`src/rtl/alignment_decoder.sv`:
```
// Alignment decoder: turns a traceback coordinate stream into aligned
// character pairs and keeps a running alignment score.
module alignment_decoder #(
  parameter int LENGTH = 10,
  parameter int CWIDTH = 2,
  parameter int CORD_LENGTH = 8,
  parameter int SWIDTH = 16,
  parameter int signed MATCH = 1,
  parameter int signed MISMATCH = -1,
  parameter int signed INDEL = -1
) (
  input  logic                       clk,
  input  logic                       reset,
  input  logic [LENGTH*CWIDTH-1:0]   s1,
  input  logic [LENGTH*CWIDTH-1:0]   s2,
  input  logic                       in_valid,
  output logic                       in_ready,
  input  logic [2*CORD_LENGTH-1:0]   in_data,
  output logic                       out_valid,
  input  logic                       out_ready,
  output logic [CWIDTH-1:0]          out_c1,
  output logic [CWIDTH-1:0]          out_c2,
  output logic                       out_gap1,
  output logic                       out_gap2,
  output logic                       out_last,
  output logic [SWIDTH-1:0]          score,
  output logic                       done,
  output logic                       error
);

  typedef enum logic [2:0] {
    IDLE, HOLD, EMIT, FINAL, DONE, ERR
  } state_t;

  localparam logic [CORD_LENGTH-1:0] TOP =
    CORD_LENGTH'(LENGTH - 1);

  state_t state;

  logic [CORD_LENGTH-1:0] px, py;
  logic [CORD_LENGTH-1:0] nx, ny;
  logic [CORD_LENGTH-1:0] wx, wy;
  logic in_fire, out_fire;
  logic dx1, dx0, dy1, dy0;
  logic is_diag, is_g1, is_g2;
  int   step;

  function automatic logic [CWIDTH-1:0] pick(
    input logic [LENGTH*CWIDTH-1:0] s,
    input logic [CORD_LENGTH-1:0]   i
  );
    logic [LENGTH*CWIDTH-1:0] t;
    t = s >> (CWIDTH * (LENGTH - 1 - int'(i)));
    return t[CWIDTH-1:0];
  endfunction

  assign wx = in_data[2*CORD_LENGTH-1:CORD_LENGTH];
  assign wy = in_data[CORD_LENGTH-1:0];

  assign in_ready  = (state == IDLE) || (state == HOLD)
                  || (state == ERR);
  assign out_valid = (state == EMIT) || (state == FINAL);
  assign done      = (state == DONE);
  assign error     = (state == ERR);

  assign in_fire  = in_valid && in_ready;
  assign out_fire = out_valid && out_ready;

  // Step classification: each coordinate may only stay or drop by one;
  // the zero guard stops a wrap from 0 to all-ones looking like a step.
  always_comb begin
    dx1 = (px != '0) && (wx == px - 1'b1);
    dy1 = (py != '0) && (wy == py - 1'b1);
    dx0 = (wx == px);
    dy0 = (wy == py);
    is_diag = dx1 && dy1;
    is_g1   = dx1 && dy0;
    is_g2   = dx0 && dy1;
  end

  // Score weight of the pair currently on the output.
  always_comb begin
    step = MISMATCH;
    if (out_gap1 || out_gap2)
      step = INDEL;
    else if (out_c1 == out_c2)
      step = MATCH;
  end

  // Main control FSM with registered pair and score.
  always_ff @(posedge clk) begin
    if (!reset) begin
      state    <= IDLE;
      px       <= '0;
      py       <= '0;
      nx       <= '0;
      ny       <= '0;
      score    <= '0;
      out_c1   <= '0;
      out_c2   <= '0;
      out_gap1 <= 1'b0;
      out_gap2 <= 1'b0;
      out_last <= 1'b0;
    end else begin
      case (state)
        IDLE: if (in_fire) begin
          if (wx == TOP && wy == TOP) begin
            px    <= wx;
            py    <= wy;
            state <= HOLD;
          end else begin
            state <= ERR;
          end
        end
        HOLD: if (in_fire) begin
          nx       <= wx;
          ny       <= wy;
          out_last <= 1'b0;
          unique case (1'b1)
            is_diag: begin
              out_c1   <= pick(s1, py);
              out_c2   <= pick(s2, px);
              out_gap1 <= 1'b0;
              out_gap2 <= 1'b0;
              state    <= EMIT;
            end
            is_g1: begin
              out_c1   <= '0;
              out_c2   <= pick(s2, px);
              out_gap1 <= 1'b1;
              out_gap2 <= 1'b0;
              state    <= EMIT;
            end
            is_g2: begin
              out_c1   <= pick(s1, py);
              out_c2   <= '0;
              out_gap1 <= 1'b0;
              out_gap2 <= 1'b1;
              state    <= EMIT;
            end
            default: state <= ERR;
          endcase
        end
        EMIT: if (out_fire) begin
          score <= score + SWIDTH'(step);
          px    <= nx;
          py    <= ny;
          if (nx == '0 && ny == '0) begin
            out_c1   <= pick(s1, '0);
            out_c2   <= pick(s2, '0);
            out_gap1 <= 1'b0;
            out_gap2 <= 1'b0;
            out_last <= 1'b1;
            state    <= FINAL;
          end else begin
            state <= HOLD;
          end
        end
        FINAL: if (out_fire) begin
          score <= score + SWIDTH'(step);
          state <= DONE;
        end
        DONE:    state <= DONE;
        ERR:     state <= ERR;
        default: state <= ERR;
      endcase
    end
  end

endmodule

```
`config.mk`:
```
export PLATFORM = sky130hd
export DESIGN_NAME = alignment_decoder
export DESIGN_NICKNAME = d
export VERILOG_FILES = /design/src/rtl/alignment_decoder.sv
export SDC_FILE = /design/constraint.sdc
export NUM_CORES = 1
export LEC_CHECK = 0
export BUFFER_PORTS_ARGS = -buffer_cell sky130_fd_sc_hd__buf_4
export CAP_MARGIN = 25
export CORE_MARGIN = 2
export CORE_UTILIZATION = 35
export CTS_CLUSTER_DIAMETER = 50
export DETAILED_ROUTE_END_ITERATION = 10
export GPL_ROUTABILITY_DRIVEN = 0
export PLACE_DENSITY = 0.56
export SETUP_SLACK_MARGIN = 0.5
export SLEW_MARGIN = 40
export SYNTH_ARGS = -nofsm -noshare
export SYNTH_HDL_FRONTEND = slang
export SYNTH_SLANG_ARGS = --single-unit
```
`constraint.sdc`:
```
create_clock -name clk -period 5.92 [get_ports clk]
set_input_delay 1.184 -clock clk [delete_from_list [all_inputs] [get_ports clk]]
set_output_delay 1.184 -clock clk [all_outputs]
set_load 0.05 [all_outputs]
```
# After elaboration in Yosys (flattened, before gate mapping)
# Cells that the tools add are included.
dict set report totals {
  wordCells 109
  regBits 58
  inputBits 60
  out_inout_bits 27
}
dict set report op_classes {
  add_sub_neg 5
  n_eq_ne 20
  mux 40
  n_shift 2
  reduce_logical 31
}
# operator n
set ops {}
lappend ops {{right shift 20 x 32 -> 2 bit} 2}
lappend ops {{two-way mux 8 bit} 6}
lappend ops {{equality test 8 bit} 4}
lappend ops {{two-way mux 16 bit} 2}
lappend ops {{case mux 8 bit (2 select lines)} 2}
lappend ops {{two-way mux 3 bit} 6}
lappend ops {{subtractor 4 x 8 -> 9 bit (first input constant)} 2}
lappend ops {{adder 16 bit} 1}
lappend ops {{equality test 8 x 4 -> 1 bit (second input constant)} 2}
lappend ops {{zero test 8 bit} 2}
lappend ops {{case mux 2 bit (2 select lines)} 4}
lappend ops {{nonzero test 8 bit} 2}
lappend ops {{subtractor 8 x 1 -> 8 bit (second input constant)} 2}
lappend ops {{case mux 3 bit (5 select lines)} 1}
lappend ops {{two-way mux 2 bit} 7}
lappend ops {{AND reduction 4 bit} 3}
lappend ops {{case mux 1 bit (2 select lines)} 5}
lappend ops {{AND reduction 5 bit} 2}
lappend ops {{logical AND 1 bit} 9}
lappend ops {{inequality test 2 bit (second input constant)} 4}
lappend ops {{two-way mux 1 bit} 7}
lappend ops {{equality test 3 x 2 -> 1 bit (second input constant)} 2}
lappend ops {{equality test 3 bit (second input constant)} 2}
lappend ops {{inequality test 3 bit (second input constant)} 2}
lappend ops {{other kinds (9)} 17}

# Logic depth before layout (Yosys ltp)
dict set report depth {
  ltp_word 8
  depth_mapped 12
}

# Worst setup path after synthesis
# Ideal clock, no wire load.
dict set report synth_timing {
  path_type {reg-to-reg}
  from {register out_c2[0]}
  to {register score[14]}
  setup_ps 70
  synth_period_minus_slack_ps 3470
  slack_ps 2450
  required_ps 5850
  stages_incl_launch_ff 13
  n_path_buf 1
  arrival_time_ps 3400
  path_cell_list {dfxtp_1 xor2_1 or4_1 clkbuf_1 ha_1 a2111oi_0 o21ai_0 nand3_1 a31oi_1 a221oi_1 xnor2_1 nand2_1 a21oi_1}
}
dict set report synth_via {
  elab_chain_len 4
}
# element line_no
set synth_rtl {}
lappend synth_rtl {{start, declared} 22} ;# output logic [CWIDTH-1:0] out_c2,
lappend synth_rtl {{start signal, assigned} 122} ;# out_c2 <= pick(s2, px);
lappend synth_rtl {{start signal, assigned} 129} ;# out_c2 <= pick(s2, px);
lappend synth_rtl {{start signal, assigned} 150} ;# out_c2 <= pick(s2, '0);
lappend synth_rtl {{equality test 2 bit} 86} ;# else if (out_c1 == out_c2)
lappend synth_rtl {{two-way mux 16 bit} 86}
lappend synth_rtl {{two-way mux 16 bit} 84} ;# if (out_gap1 || out_gap2)
lappend synth_rtl {{adder 16 bit} {145, 160}}
lappend synth_rtl {{end signal, assigned} 145} ;# score <= score + SWIDTH'(step);
lappend synth_rtl {{end signal, assigned} 160} ;# score <= score + SWIDTH'(step);
lappend synth_rtl {{end, declared} 26} ;# output logic [SWIDTH-1:0] score,
# No other way between the ends.
# A chain may end at the register's enable or synchronous reset.

# Worst setup path in the final report
dict set report layout_timing {
  from {register out_c2[0]}
  to {register score[15]}
}
# Same word-level chain as after synthesis.

==> results.md <==
Global routing:
- The number of global-route vias before repair came to 3913.
- The combined global-route utilization of all metal layers is 18.2%.
- The number of antenna violations at the first check in global routing came to 0.
- The wire length of the first global-routing pass is ~19000 um.
- Entering global routing, the biggest net connects 38 pins.
- After global routing the overflow that remains totals 0.

Routing:
- After detailed routing, the number of remaining DRC violations is 0.
- Wires add up to between 10000 and 15000 um.
- The first TritonRoute pass finished after 4 iterations.
- The post-detailed-route wirelength per cell is 15.5 um.
- The remaining number of nets flagged by the antenna check after routing is 0.
- The number of vias in the routed layout is 3952.
- The starting DRC count in detailed routing is roughly 220.
- Dividing the detail-routed via count by the number of cells gives 5.41.

Yosys:
- The share of synthesized area in the top cell type comes to roughly 28%.
- Counting every net in the synthesized netlist gives between 500 and 600.
- The share of synthesized registers carrying an async set or reset is 0%.
- For this run, the leading register cell type out of synthesis is sky130_fd_sc_hd__dfxtp_1.
- sky130_fd_sc_hd__dfxtp_1 takes more of the synthesized area than any other cell.
- The cell count after synthesis is a little over 500.
- The count of flip-flops with a built-in enable after synthesis is 0.
- After synthesis, the netlist uses 59 different library cells.
- The post-synth design cell area is roughly 4200 um^2.
- During synthesis, Yosys emitted a total of 0 warnings.
- After synthesis, the mean cell area works out to ~8.1 um^2.
- In this run, synthesis produced a sequential element count of 58.
- The share of the Yosys chip area taken by registers is about 28%.
- Ranked by total cell area, the synthesized netlist is headed by sky130_fd_sc_hd__dfxtp_1 (28%), sky130_fd_sc_hd__nand2_1 (6.5%), sky130_fd_sc_hd__a21oi_1 (5.9%), sky130_fd_sc_hd__ha_1 (5.7%), sky130_fd_sc_hd__mux2i_1 (5.3%).

Placement:
- During placement, the flow inserted port buffers numbering 86.
- The detailed placer's ending HPWL is between 8000 and 9000 um.

Floorplanning:
- The I/O pin count is 87.
- The die covers 12900 um^2.
- The starting density of the core is roughly 36%.
- The area of the core is roughly 12000 um^2.
- Row generation in the floorplan step produced 39 rows.
- The die is ~110 um wide.
- The die is between 100 and 150 um tall.

Cells and area:
- The total area of sequential cells is around 1200 um^2.
- The multi-input combinational cell area is ~2900 um^2.
- Cells with a size suffix above 1 make up around a fifth of the layout.
- The area added between synthesis and finish is 23.9%.
- The count of antenna diodes in the layout is 0.
- Counting the fill cells in the layout gives about 1100.
- The net count of the finished layout is around 660.

Timing:
- The final critical-path share of the clock period is about three fifths.
- In the final timing run, aggregate negative setup slack is 0 ns.
- The actual slew at the worst max-slew pin is approximately 0.73 ns.
- The routed design could run at a clock period as short as about 3.6 ns.
- The timing-limited maximum frequency is approximately 280 MHz.
- The final hold violation count is 0.
- Setup violations remaining at the end of the flow were counted as 0.
- The worst slack on hold paths is roughly 0.46 ns.
- Clock skew on the completed layout was measured at around 0.0098 ns.
- The worst-case headroom to the max-slew limit is around half.
- The max-slew violation count is 0.
- Setup repair after global routing left no endpoint under its margin.

Worst setup path:
- The type of the setup path with the least slack is reg2reg.
- The endpoint arrival time on the critical path is around 3.8 ns.
- Along the worst path, the maximum fanout reaches 17.
- The signal on the critical path passes through xor2_1, or4_1, ha_1, a21o_1, a21oi_1, o21ai_0, nand3_1, a311oi_1, nand4_1, a21o_1, a21oi_1.
- On the critical path, the stage with the largest delay is an instance of sky130_fd_sc_hd__or4_1.
- The kind of launch point of the worst setup path is a flip-flop.
- The data required time of the critical path is 6.18 ns.
- For this run, the slowest stage of the critical path takes 0.83 ns.
- STA classifies the critical path endpoint as a flip-flop.

Clock tree:
- Buffers added to address setup during post-CTS repair amount to 0.
- The CTS root buffer is sky130_fd_sc_hd__clkbuf_16.
- The hold-fix buffer count after cts is 0.
- Once the clock tree was built, the resizer swapped 0 gates to a different size.
- The clock tree from TritonCTS is built.
- In this run the number of H-tree levels came out at 3.
- TritonCTS created 9 clock buffers.
- The number of sinks handled by clock tree synthesis is 58.
- The number of buffers on the longest clock path is 2.
- After clock tree synthesis, the clock-pin slew on the worst setup and hold paths is around 0.05 ns.
- The later-pin clock latency in the skew report is 0.33 ns.

Power and ir drop:
- The maximum VDD drop is 0.186 mV.
- The areal power density over the cells is around 200 nW/um^2.
- For this design the static power due to leakage is roughly 0.0021 uW.

Job:
- Across the run, the number of max-cap violations was 0.

Run status:
- The flow ran to the end, and the final reports show no timing, DRC or antenna violations.

Worst hold path:
- The path category of the worst min-delay check is reg2reg.
==> worst max-delay path: cells and delay by family, from the launching register on <==
kind | cells | cell delay, ns
xor gates and xnor gates | 1 | 0.16
and+or+nand+nor | 3 | 1.19
AOI/OAI and AO/OA | 6 | 1.40
adders and majority gates | 1 | 0.44
DFF | 1 | 0.33
==> where the power goes <==
group | leakage [uW] | switching (uW) | internal [uW]
Sequential | 0.000469 | 7.53 | 399
Combinational | 0.00145 | 86.4 | 73.3
Clock | 0.000143 | 174 | 316
Total | 0.00206 | 268 | 788
==> cell usage in the layout, fill, tap and decap left out, drive strengths merged, types with 3 or more instances in the layout <==
cell / instances
a2111oi: 3
a211oi: 22
a21o: 6
a21oi: 49
a31oi: 9
and2: 8
buf: 89
clkbuf: 14
dfxtp: 58
ha: 19
inv: 12
mux2i: 22
mux4: 8
nand2: 73
nand2b: 5
nand3: 7
nand4: 5
nor2: 38
nor2b: 9
nor3: 10
nor3b: 3
nor4: 10
nor4b: 4
o21a: 3
o21ai: 16
or3: 5
or4: 4
xnor2: 24
xor2: 18
==> kinds of logic (layout without fill, tap and decap cells) <==
kind of cell | after synthesis | after routing | share of synthesized area (%)
AOI/OAI and AO/OA | 132 | 132 | 20.9
and+or+nand+nor | 187 | 187 | 22.3
adders and majority gates | 20 | 20 | 6.15
muxes | 31 | 31 | 9.83
DFF | 58 | 58 | 27.7
xor gates and xnor gates | 42 | 42 | 8.78
buffers and inverters | 45 | 117 | 4.36
==> synthesized netlist by cell type (3+ instances only) <==
master,count
sky130_fd_sc_hd__o21a_1,3
sky130_fd_sc_hd__nand2_1,72
sky130_fd_sc_hd__mux4_2,8
sky130_fd_sc_hd__or3_1,5
sky130_fd_sc_hd__mux2i_1,22
sky130_fd_sc_hd__nor4b_1,3
sky130_fd_sc_hd__nand2b_1,5
sky130_fd_sc_hd__and2_1,7
sky130_fd_sc_hd__inv_1,12
sky130_fd_sc_hd__nand4_1,5
sky130_fd_sc_hd__o21ai_0,16
sky130_fd_sc_hd__nor3b_1,3
sky130_fd_sc_hd__clkbuf_1,22
sky130_fd_sc_hd__a21oi_1,49
sky130_fd_sc_hd__a2111oi_0,3
sky130_fd_sc_hd__a211oi_1,21
sky130_fd_sc_hd__nand3_1,7
sky130_fd_sc_hd__dfxtp_1,58
sky130_fd_sc_hd__xor2_1,18
sky130_fd_sc_hd__xnor2_1,24
sky130_fd_sc_hd__or4_1,4
sky130_fd_sc_hd__buf_2,10
sky130_fd_sc_hd__a21o_1,6
sky130_fd_sc_hd__nor2_1,38
sky130_fd_sc_hd__nor2b_1,9
sky130_fd_sc_hd__ha_1,19
sky130_fd_sc_hd__nor4_1,10
sky130_fd_sc_hd__nor3_1,10
sky130_fd_sc_hd__a31oi_1,9
==> area by class of cell <==
| cell class | count | share of cell area, % |
|---|---|---|
| multi-input cells | 412 | 54.9 |
| flip-flops and latches | 58 | 22.4 |
| repair buffers | 89 | 12.9 |
| clock buffers | 14 | 5.28 |
| well taps | 143 | 3.45 |
| inverters | 12 | 0.868 |
| clock inverters | 2 | 0.193 |
==> routing by layer <==
layer	global-route usage (%)	routed length [um]	up-vias	share of wire [%]
met5	0	0	-	0
met4	4.47	98	0	0.87
met3	4.36	544	9	4.8
met2	32.4	5650	79	50
met1	22.1	4990	1846	44
li1	-	-	2018	-
==> path summary, 6_finish.rpt <==
check | from | to | slack (ns) | depth (start not counted)
worst max-delay path | out_c2[0]$_SDFFE_PN0P_ | score[15]$_SDFFE_PN0P_ | 2.34 | 11
worst min-delay path | out_last$_SDFFE_PN0P_ | out_last$_SDFFE_PN0P_ | 0.46 | 2
worst max register to register | out_c2[0]$_SDFFE_PN0P_ | score[15]$_SDFFE_PN0P_ | 2.34 | 11
worst min register to register | out_last$_SDFFE_PN0P_ | out_last$_SDFFE_PN0P_ | 0.46 | 2
==> flip-flops by register name, indices dropped and copies added, names as in the netlist <==
| name | cells |
|---|---|
| px | 8 |
| out_gap1 | 1 |
| out_last | 1 |
| out_gap2 | 1 |
| state | 3 |
| nx | 8 |
| score | 16 |
| out_c1 | 2 |
| ny | 8 |
| py | 8 |
| out_c2 | 2 |
==> stage by stage <==
stage | cells | util [%] | total power (uW) | worst slack, ns | instance area (um^2)
floorplan | 515 | - | 512 | 2.45 | 4190
global placement | 714 | 42.4 | 570 | 2.40 | 4900
detailed placement | 714 | 42.4 | 573 | 2.32 | 4900
CTS | 730 | 44.9 | 1070 | 2.30 | 5190
global route | 730 | 44.9 | 1100 | 2.03 | 5190
finish | 730 | 44.9 | 1060 | 2.34 | 5190
Power figures use the tool's default switching activity.
